[src/rtl/rf_wb_arbiter_pkg.sv]
// Shared widths and write-bundle layout for the register-file write-back arbiter.
package rf_wb_arbiter_pkg;

  localparam int unsigned WbAw    = 5;   // default register address width
  localparam int unsigned WbDw    = 32;  // default data width
  localparam int unsigned PcW     = 32;  // instruction PC width
  localparam int unsigned DbgWeW  = 4;   // difftest trace write-enable width

  // Write bundle as stored in the L-channel FIFO: {pc, waddr, wdata}, MSB first.
  typedef struct packed {
    logic [PcW-1:0]  pc;
    logic [WbAw-1:0] waddr;
    logic [WbDw-1:0] wdata;
  } wb_bundle_t;

endpackage

[src/rtl/rf_wb_arbiter_wb_fifo.sv]
// Small synchronous FIFO for long-latency write-backs. Exposes per-entry valid
// bits and destination-address taps so decode can detect pending writes.
module rf_wb_arbiter_wb_fifo
  import rf_wb_arbiter_pkg::*;
#(
  parameter int unsigned DEPTH = 2,
  parameter int unsigned AW    = WbAw,
  parameter int unsigned DW    = WbDw,
  localparam int unsigned EW   = PcW + AW + DW,
  localparam int unsigned PW   = $clog2(DEPTH),
  localparam int unsigned CW   = PW + 1
) (
  input  logic                      clk,
  input  logic                      reset,
  input  logic                      push,
  input  logic [EW-1:0]             push_data,
  input  logic                      pop,
  output logic [EW-1:0]             head_data,
  output logic [CW-1:0]             count,
  output logic [DEPTH-1:0]          ent_valid,
  output logic [DEPTH-1:0][AW-1:0]  ent_waddr
);

  logic [EW-1:0]    mem_q [DEPTH];
  logic [PW-1:0]    wptr_q, rptr_q;
  logic [CW-1:0]    count_q, count_d;
  logic [DEPTH-1:0] valid_q, valid_d;

  // Next-state for occupancy and per-entry valid bits.
  always_comb begin
    count_d = count_q;
    if (push && !pop) begin
      count_d = count_q + 1'b1;
    end else if (!push && pop) begin
      count_d = count_q - 1'b1;
    end
    valid_d = valid_q;
    if (pop) begin
      valid_d[rptr_q] = 1'b0;
    end
    if (push) begin
      valid_d[wptr_q] = 1'b1;
    end
  end

  // Pointer, count and valid state; reset discards all queued entries.
  always_ff @(posedge clk) begin
    if (reset) begin
      wptr_q  <= '0;
      rptr_q  <= '0;
      count_q <= '0;
      valid_q <= '0;
    end else begin
      if (push) begin
        wptr_q <= wptr_q + 1'b1;
      end
      if (pop) begin
        rptr_q <= rptr_q + 1'b1;
      end
      count_q <= count_d;
      valid_q <= valid_d;
    end
  end

  // Storage; contents are only meaningful where the matching valid bit is set.
  always_ff @(posedge clk) begin
    if (push) begin
      mem_q[wptr_q] <= push_data;
    end
  end

  // Address taps for the pending-write comparators.
  always_comb begin
    for (int e = 0; e < DEPTH; e++) begin
      ent_waddr[e] = mem_q[e][DW +: AW];
    end
  end

  assign head_data = mem_q[rptr_q];
  assign count     = count_q;
  assign ent_valid = valid_q;

endmodule

[src/rtl/rf_wb_arbiter.sv]
// Write-back arbiter in front of the register file's single write port. Merges
// the in-order pipeline (P) with buffered long-latency results (L), registers
// one write per cycle and provides forwarding / pending-write hits to decode.
module rf_wb_arbiter
  import rf_wb_arbiter_pkg::*;
#(
  parameter int unsigned DEPTH    = 2,
  parameter int unsigned MAX_WAIT = 4,
  parameter int unsigned DW       = WbDw,
  parameter int unsigned AW       = WbAw
) (
  input  logic              clk,
  input  logic              reset,
  input  logic              p_valid,
  output logic              p_ready,
  input  logic [PcW-1:0]    p_pc,
  input  logic              p_we,
  input  logic [AW-1:0]     p_waddr,
  input  logic [DW-1:0]     p_wdata,
  input  logic              l_valid,
  output logic              l_ready,
  input  logic [PcW-1:0]    l_pc,
  input  logic [AW-1:0]     l_waddr,
  input  logic [DW-1:0]     l_wdata,
  output logic              rf_we,
  output logic [AW-1:0]     rf_waddr,
  output logic [DW-1:0]     rf_wdata,
  input  logic [AW-1:0]     raddr1,
  input  logic [AW-1:0]     raddr2,
  input  logic [AW-1:0]     raddr3,
  output logic [2:0]        fwd_hit,
  output logic [DW-1:0]     fwd_data1,
  output logic [DW-1:0]     fwd_data2,
  output logic [DW-1:0]     fwd_data3,
  output logic [2:0]        pend_hit,
  output logic [PcW-1:0]    debug_wb_pc,
  output logic [DbgWeW-1:0] debug_wb_rf_we,
  output logic [AW-1:0]     debug_wb_rf_wnum,
  output logic [DW-1:0]     debug_wb_rf_wdata
);

  localparam int unsigned EW     = PcW + AW + DW;
  localparam int unsigned CntW   = $clog2(DEPTH) + 1;
  localparam int unsigned WaitW  = (MAX_WAIT > 1) ? $clog2(MAX_WAIT) : 1;
  localparam logic [CntW-1:0]  FullCnt = CntW'(DEPTH);
  localparam logic [WaitW-1:0] WaitMax = WaitW'(MAX_WAIT - 1);

  logic [EW-1:0]             head_data;
  logic [CntW-1:0]           count;
  logic [DEPTH-1:0]          ent_valid;
  logic [DEPTH-1:0][AW-1:0]  ent_waddr;

  logic              push, nonempty, force_l, grant_p, grant_l;
  logic [WaitW-1:0]  wait_q, wait_d;
  logic              rf_we_q;
  logic [AW-1:0]     rf_waddr_q;
  logic [DW-1:0]     rf_wdata_q;
  logic [PcW-1:0]    pc_q;
  logic [AW-1:0]     raddr [3];

  // L-channel acceptance uses only the registered count, so a same-cycle pop
  // never frees a slot for a push.
  assign l_ready = (count != FullCnt);
  assign push    = l_valid && l_ready;

  rf_wb_arbiter_wb_fifo #(
    .DEPTH (DEPTH),
    .AW    (AW),
    .DW    (DW)
  ) u_fifo (
    .clk       (clk),
    .reset     (reset),
    .push      (push),
    .push_data ({l_pc, l_waddr, l_wdata}),
    .pop       (grant_l),
    .head_data (head_data),
    .count     (count),
    .ent_valid (ent_valid),
    .ent_waddr (ent_waddr)
  );

  // Grant: starvation force beats P, P beats a waiting FIFO head.
  always_comb begin
    nonempty = (count != '0);
    force_l  = nonempty && (wait_q == WaitMax);
    grant_p  = !force_l && p_valid;
    grant_l  = force_l || (!p_valid && nonempty);
  end

  assign p_ready = !force_l;

  // Starvation counter: counts denied cycles of a non-empty FIFO, saturating.
  always_comb begin
    wait_d = wait_q;
    if (!nonempty || grant_l) begin
      wait_d = '0;
    end else if (wait_q != WaitMax) begin
      wait_d = wait_q + 1'b1;
    end
  end

  // Starvation counter state.
  always_ff @(posedge clk) begin
    if (reset) begin
      wait_q <= '0;
    end else begin
      wait_q <= wait_d;
    end
  end

  // Output register; on idle cycles only the write enable drops.
  always_ff @(posedge clk) begin
    if (reset) begin
      rf_we_q    <= 1'b0;
      rf_waddr_q <= '0;
      rf_wdata_q <= '0;
      pc_q       <= '0;
    end else if (grant_p) begin
      rf_we_q    <= p_we;
      rf_waddr_q <= p_waddr;
      rf_wdata_q <= p_wdata;
      pc_q       <= p_pc;
    end else if (grant_l) begin
      rf_we_q    <= 1'b1;
      rf_waddr_q <= head_data[DW +: AW];
      rf_wdata_q <= head_data[DW-1:0];
      pc_q       <= head_data[DW+AW +: PcW];
    end else begin
      rf_we_q    <= 1'b0;
    end
  end

  assign rf_we             = rf_we_q;
  assign rf_waddr          = rf_waddr_q;
  assign rf_wdata          = rf_wdata_q;
  assign debug_wb_pc       = pc_q;
  assign debug_wb_rf_we    = {DbgWeW{rf_we_q}};
  assign debug_wb_rf_wnum  = rf_waddr_q;
  assign debug_wb_rf_wdata = rf_wdata_q;

  assign raddr[0] = raddr1;
  assign raddr[1] = raddr2;
  assign raddr[2] = raddr3;

  // Forwarding from the output register and pending hits against queued entries;
  // r0 never hits since writes to it are discarded.
  always_comb begin
    fwd_hit  = '0;
    pend_hit = '0;
    for (int i = 0; i < 3; i++) begin
      fwd_hit[i] = rf_we_q && (rf_waddr_q != '0) && (raddr[i] == rf_waddr_q);
      for (int e = 0; e < DEPTH; e++) begin
        if (ent_valid[e] && (ent_waddr[e] == raddr[i]) && (raddr[i] != '0)) begin
          pend_hit[i] = 1'b1;
        end
      end
    end
  end

  assign fwd_data1 = fwd_hit[0] ? rf_wdata_q : '0;
  assign fwd_data2 = fwd_hit[1] ? rf_wdata_q : '0;
  assign fwd_data3 = fwd_hit[2] ? rf_wdata_q : '0;

endmodule

[config.mk]
export PLATFORM = sky130hd
export DESIGN_NAME = rf_wb_arbiter
export DESIGN_NICKNAME = d
export VERILOG_FILES = /design/src/rtl/rf_wb_arbiter_pkg.sv /design/src/rtl/rf_wb_arbiter_wb_fifo.sv /design/src/rtl/rf_wb_arbiter.sv
export SDC_FILE = /design/constraint.sdc
export NUM_CORES = 1
export LEC_CHECK = 0
export ABC_CLOCK_PERIOD_IN_PS = 5150
export CAP_MARGIN = 10
export CORE_ASPECT_RATIO = 1.5
export CORE_MARGIN = 2
export CORE_UTILIZATION = 40
export CTS_BUF_LIST = sky130_fd_sc_hd__clkbuf_4 sky130_fd_sc_hd__clkbuf_8
export DETAILED_ROUTE_END_ITERATION = 8
export GPL_ROUTABILITY_DRIVEN = 0
export PLACE_DENSITY = 0.74
export SLEW_MARGIN = 20
export SYNTH_ARGS = -nofsm -noshare
export SYNTH_HDL_FRONTEND = slang
export SYNTH_SLANG_ARGS = --single-unit
[constraint.sdc]
create_clock -name clk -period 5.15 [get_ports clk]
set_input_delay 0.515 -clock clk [delete_from_list [all_inputs] [get_ports clk]]
set_output_delay 0.515 -clock clk [all_outputs]
set_load 0.02 [all_outputs]
==> flow_metrics.tcl <==
set metrics [dict create \
    outcome "finished, final reports clean" \
    synth_edf_count 138 \
    drive_gt1_share_pct 12.0 \
    syn_avg_cell_area_um2 12.6 \
    cp_max_fo 33 \
    timing.fmax_mhz 262 \
    dr.pass1.iters 8 \
    postCtsSetupRepairBufs 0 \
    utilization_pct 58.6 \
    htree_levels 1 \
    post_cts_resized 0 \
    ys_types 39 \
    synthesis.instances 764 \
    cts_tree "yes" \
    worstSetupPathType "reg -> out" \
    clockBufferDepth 3 \
    min_period_over_period_pct 74.0 \
    die_area_um2 25400 \
    worstMarginPinSlew_ns 1.11 \
    fp.dieH_um 194 \
    synth_nets 923 \
    insertion_delay_ns 0.56 \
    power_w 0.00458 \
    die_x_um 131 \
    drtIter0Drc 595 \
    maxSlewViolCount 0 \
    netlist_area_um2 9660 \
    slew_headroom_pct 25.9 \
    post-dp-hpwl_mm 19.9 \
    clk_pin_slew_worst_paths_ns 0.07 \
    final_antenna_net_count 0 \
    setup_viol 0 \
    avgViaCountPerCell 5.23 \
    ys_seq_area_share_pct 59.3 \
    grtUsageTotal_pct 21.9 \
    final.setup_skew_ns 0.0112 \
    fin_nets 1242 \
    grt_max_degree 70 \
    drc 0 \
    core_area_um2 23700 \
    finalHoldViolCount 0 \
    grt_pass1_wl_mm 42.8 \
    ir_worst_vdd_v 0.000215 \
    synth_flop_cell "edfxtp_1" \
    start_util_pct 40.7 \
    p_leak_nw 4.84 \
    endpoint_kind "primary output" \
    cp-start-kind "register" \
    overflow 0 \
    syn2layout_area_growth_pct 44.1 \
    cts_num_sinks 217 \
    synth_seq_cells 217 \
    antenna_found_initial 3 \
    pwr_density_cell_nw_per_um2 329 \
    rsz0062_at_grt "false" \
    cts_buffers 31 \
    io_buffers 372 \
    vias 7478 \
    cap_violations 0 \
    routedWlPerCell_um 20.3 \
    period_needed_ns 3.81 \
    cts-root-buf "clkbuf_8" \
    cp.arrival_ns 3.30 \
    synthArstFlopShare_pct 0 \
    num_io_pins 373 \
    rows 69 \
    worstHoldPathType "reg -> reg" \
    cp.required_ns 4.64 \
    hold_buffers 0 \
    tns_ns 0 \
    ys_warn_count 0 \
    totalWireLength_mm 29.0 \
    grt_pass1_vias 7492 \
]
metal layers:
layer	wire length, um	vias to the layer above	GRT usage (%)
li1	-	3432	-
met1	10800	3616	25.1
met2	14900	347	39.2
met3	1930	83	3.44
met4	1330	0	10.1
met5	0	-	0
registers in the layout, indices dropped and copies added (netlist names), named ones only:
register           count
u_fifo.mem_q         138
debug_wb_pc           32
debug_wb_rf_wdata     32
debug_wb_rf_wnum       5
u_fifo.count           2
u_fifo.ent_valid       2
wait_q                 2
rf_we                  1
u_fifo.rptr_q          1
u_fifo.wptr_q          1
cells by family (layout without fill, tap and decap cells):
kind of cell | after synthesis | in the layout | share of synthesized area [%]
other cells | 0 | 3 | 0
xor+xnor | 47 | 47 | 4.41
fa+ha+maj | 1 | 1 | 0.130
compound gates | 102 | 102 | 9.02
simple gates | 248 | 248 | 14.8
flops | 217 | 217 | 59.3
mux | 51 | 51 | 5.95
buf+inv | 98 | 442 | 6.44
Yosys cell counts (3+ instances only):
library cell	n	share of area, %
a211oi_1	18	1.4
a21oi_1	9	0.47
a222oi_1	51	5.3
and2_1	86	5.6
and2_2	9	0.70
and2_4	3	0.27
buf_2	13	0.67
buf_4	41	3.2
buf_6	11	1.3
clkbuf_1	29	1.1
dfxtp_1	79	16
edfxtp_1	138	43
inv_1	3	0.12
mux2_2	51	5.9
nand2_1	6	0.23
nand2b_1	3	0.19
nand3_1	6	0.31
nand3b_1	18	1.4
nand4_1	3	0.19
nor2_1	76	3.0
nor2b_1	19	1.2
nor3_4	3	0.51
nor4_1	7	0.45
o21ai_0	4	0.21
o31ai_1	18	1.4
or4_1	3	0.23
xnor2_1	19	1.7
xor2_1	27	2.4
worst max-delay path: stages, from the launching register on:
cell	delay, ns
dfxtp_1	0.59
or4_4	0.23
o21ai_4	0.10
nor3_4	0.93
and2_1	0.25
clkdlybuf4s50_1	0.63
report_power, final:
group          internal, W  switching [W]
Sequential         0.00201       0.000172
Combinational     0.000504       0.000496
Clock             0.000756       0.000635
worst paths after layout:
check,endpoint,slack [ns],from,cells past startpoint
min reg2reg,wait_q[0],0.44,wait_q[0],1
min,wait_q[0],0.44,wait_q[0],1
max,fwd_data1[13],1.34,debug_wb_rf_wnum[1],5
max reg2reg,u_fifo.mem_q[0][8],2.66,u_fifo.count[1],5
layout make-up:
cell class              instances  area [um2]
well taps                     319         399
clock buffers                  41         520
flip-flops and latches        217        5730
diodes                          3        7.51
repair buffers                381        3800
multi-input cells             449        3320
clock inverters                17         124
inverters                       3        13.8
fillers                      1969        9820
stage by stage:
stage	cells	hold slack, ns	setup WS (ns)	cell area [um2]
floorplan	764	0.408	2.35	9660
global placement	1367	0.417	1.47	13200
detailed placement	1367	0.430	1.43	13200
CTS	1425	0.439	1.30	13900
global route	1430	0.456	1.19	13900
finish	1430	0.440	1.34	13900
layout by cell type, fill, tap and decap left out, types with 3 or more instances in the layout:
cell type	instances
clkbuf_4	7
nand4_1	3
buf_4	7
xnor2_1	19
o21ai_0	4
and2_1	85
nor3_4	4
a211oi_1	18
nor2b_1	18
nand2_1	6
o31ai_1	18
nand3b_1	18
edfxtp_1	138
xor2_1	27
clkinv_1	11
and2_2	10
clkdlybuf4s50_1	371
and2_4	3
diode_2	3
a222oi_1	51
clkbuf_8	34
nand3_1	6
dfxtp_1	78
mux2_2	51
a21oi_1	9
nor4_1	7
nor2_1	76
clkinv_2	5
nand2b_1	3
or4_1	3
(Power assumes the default switching activity.)
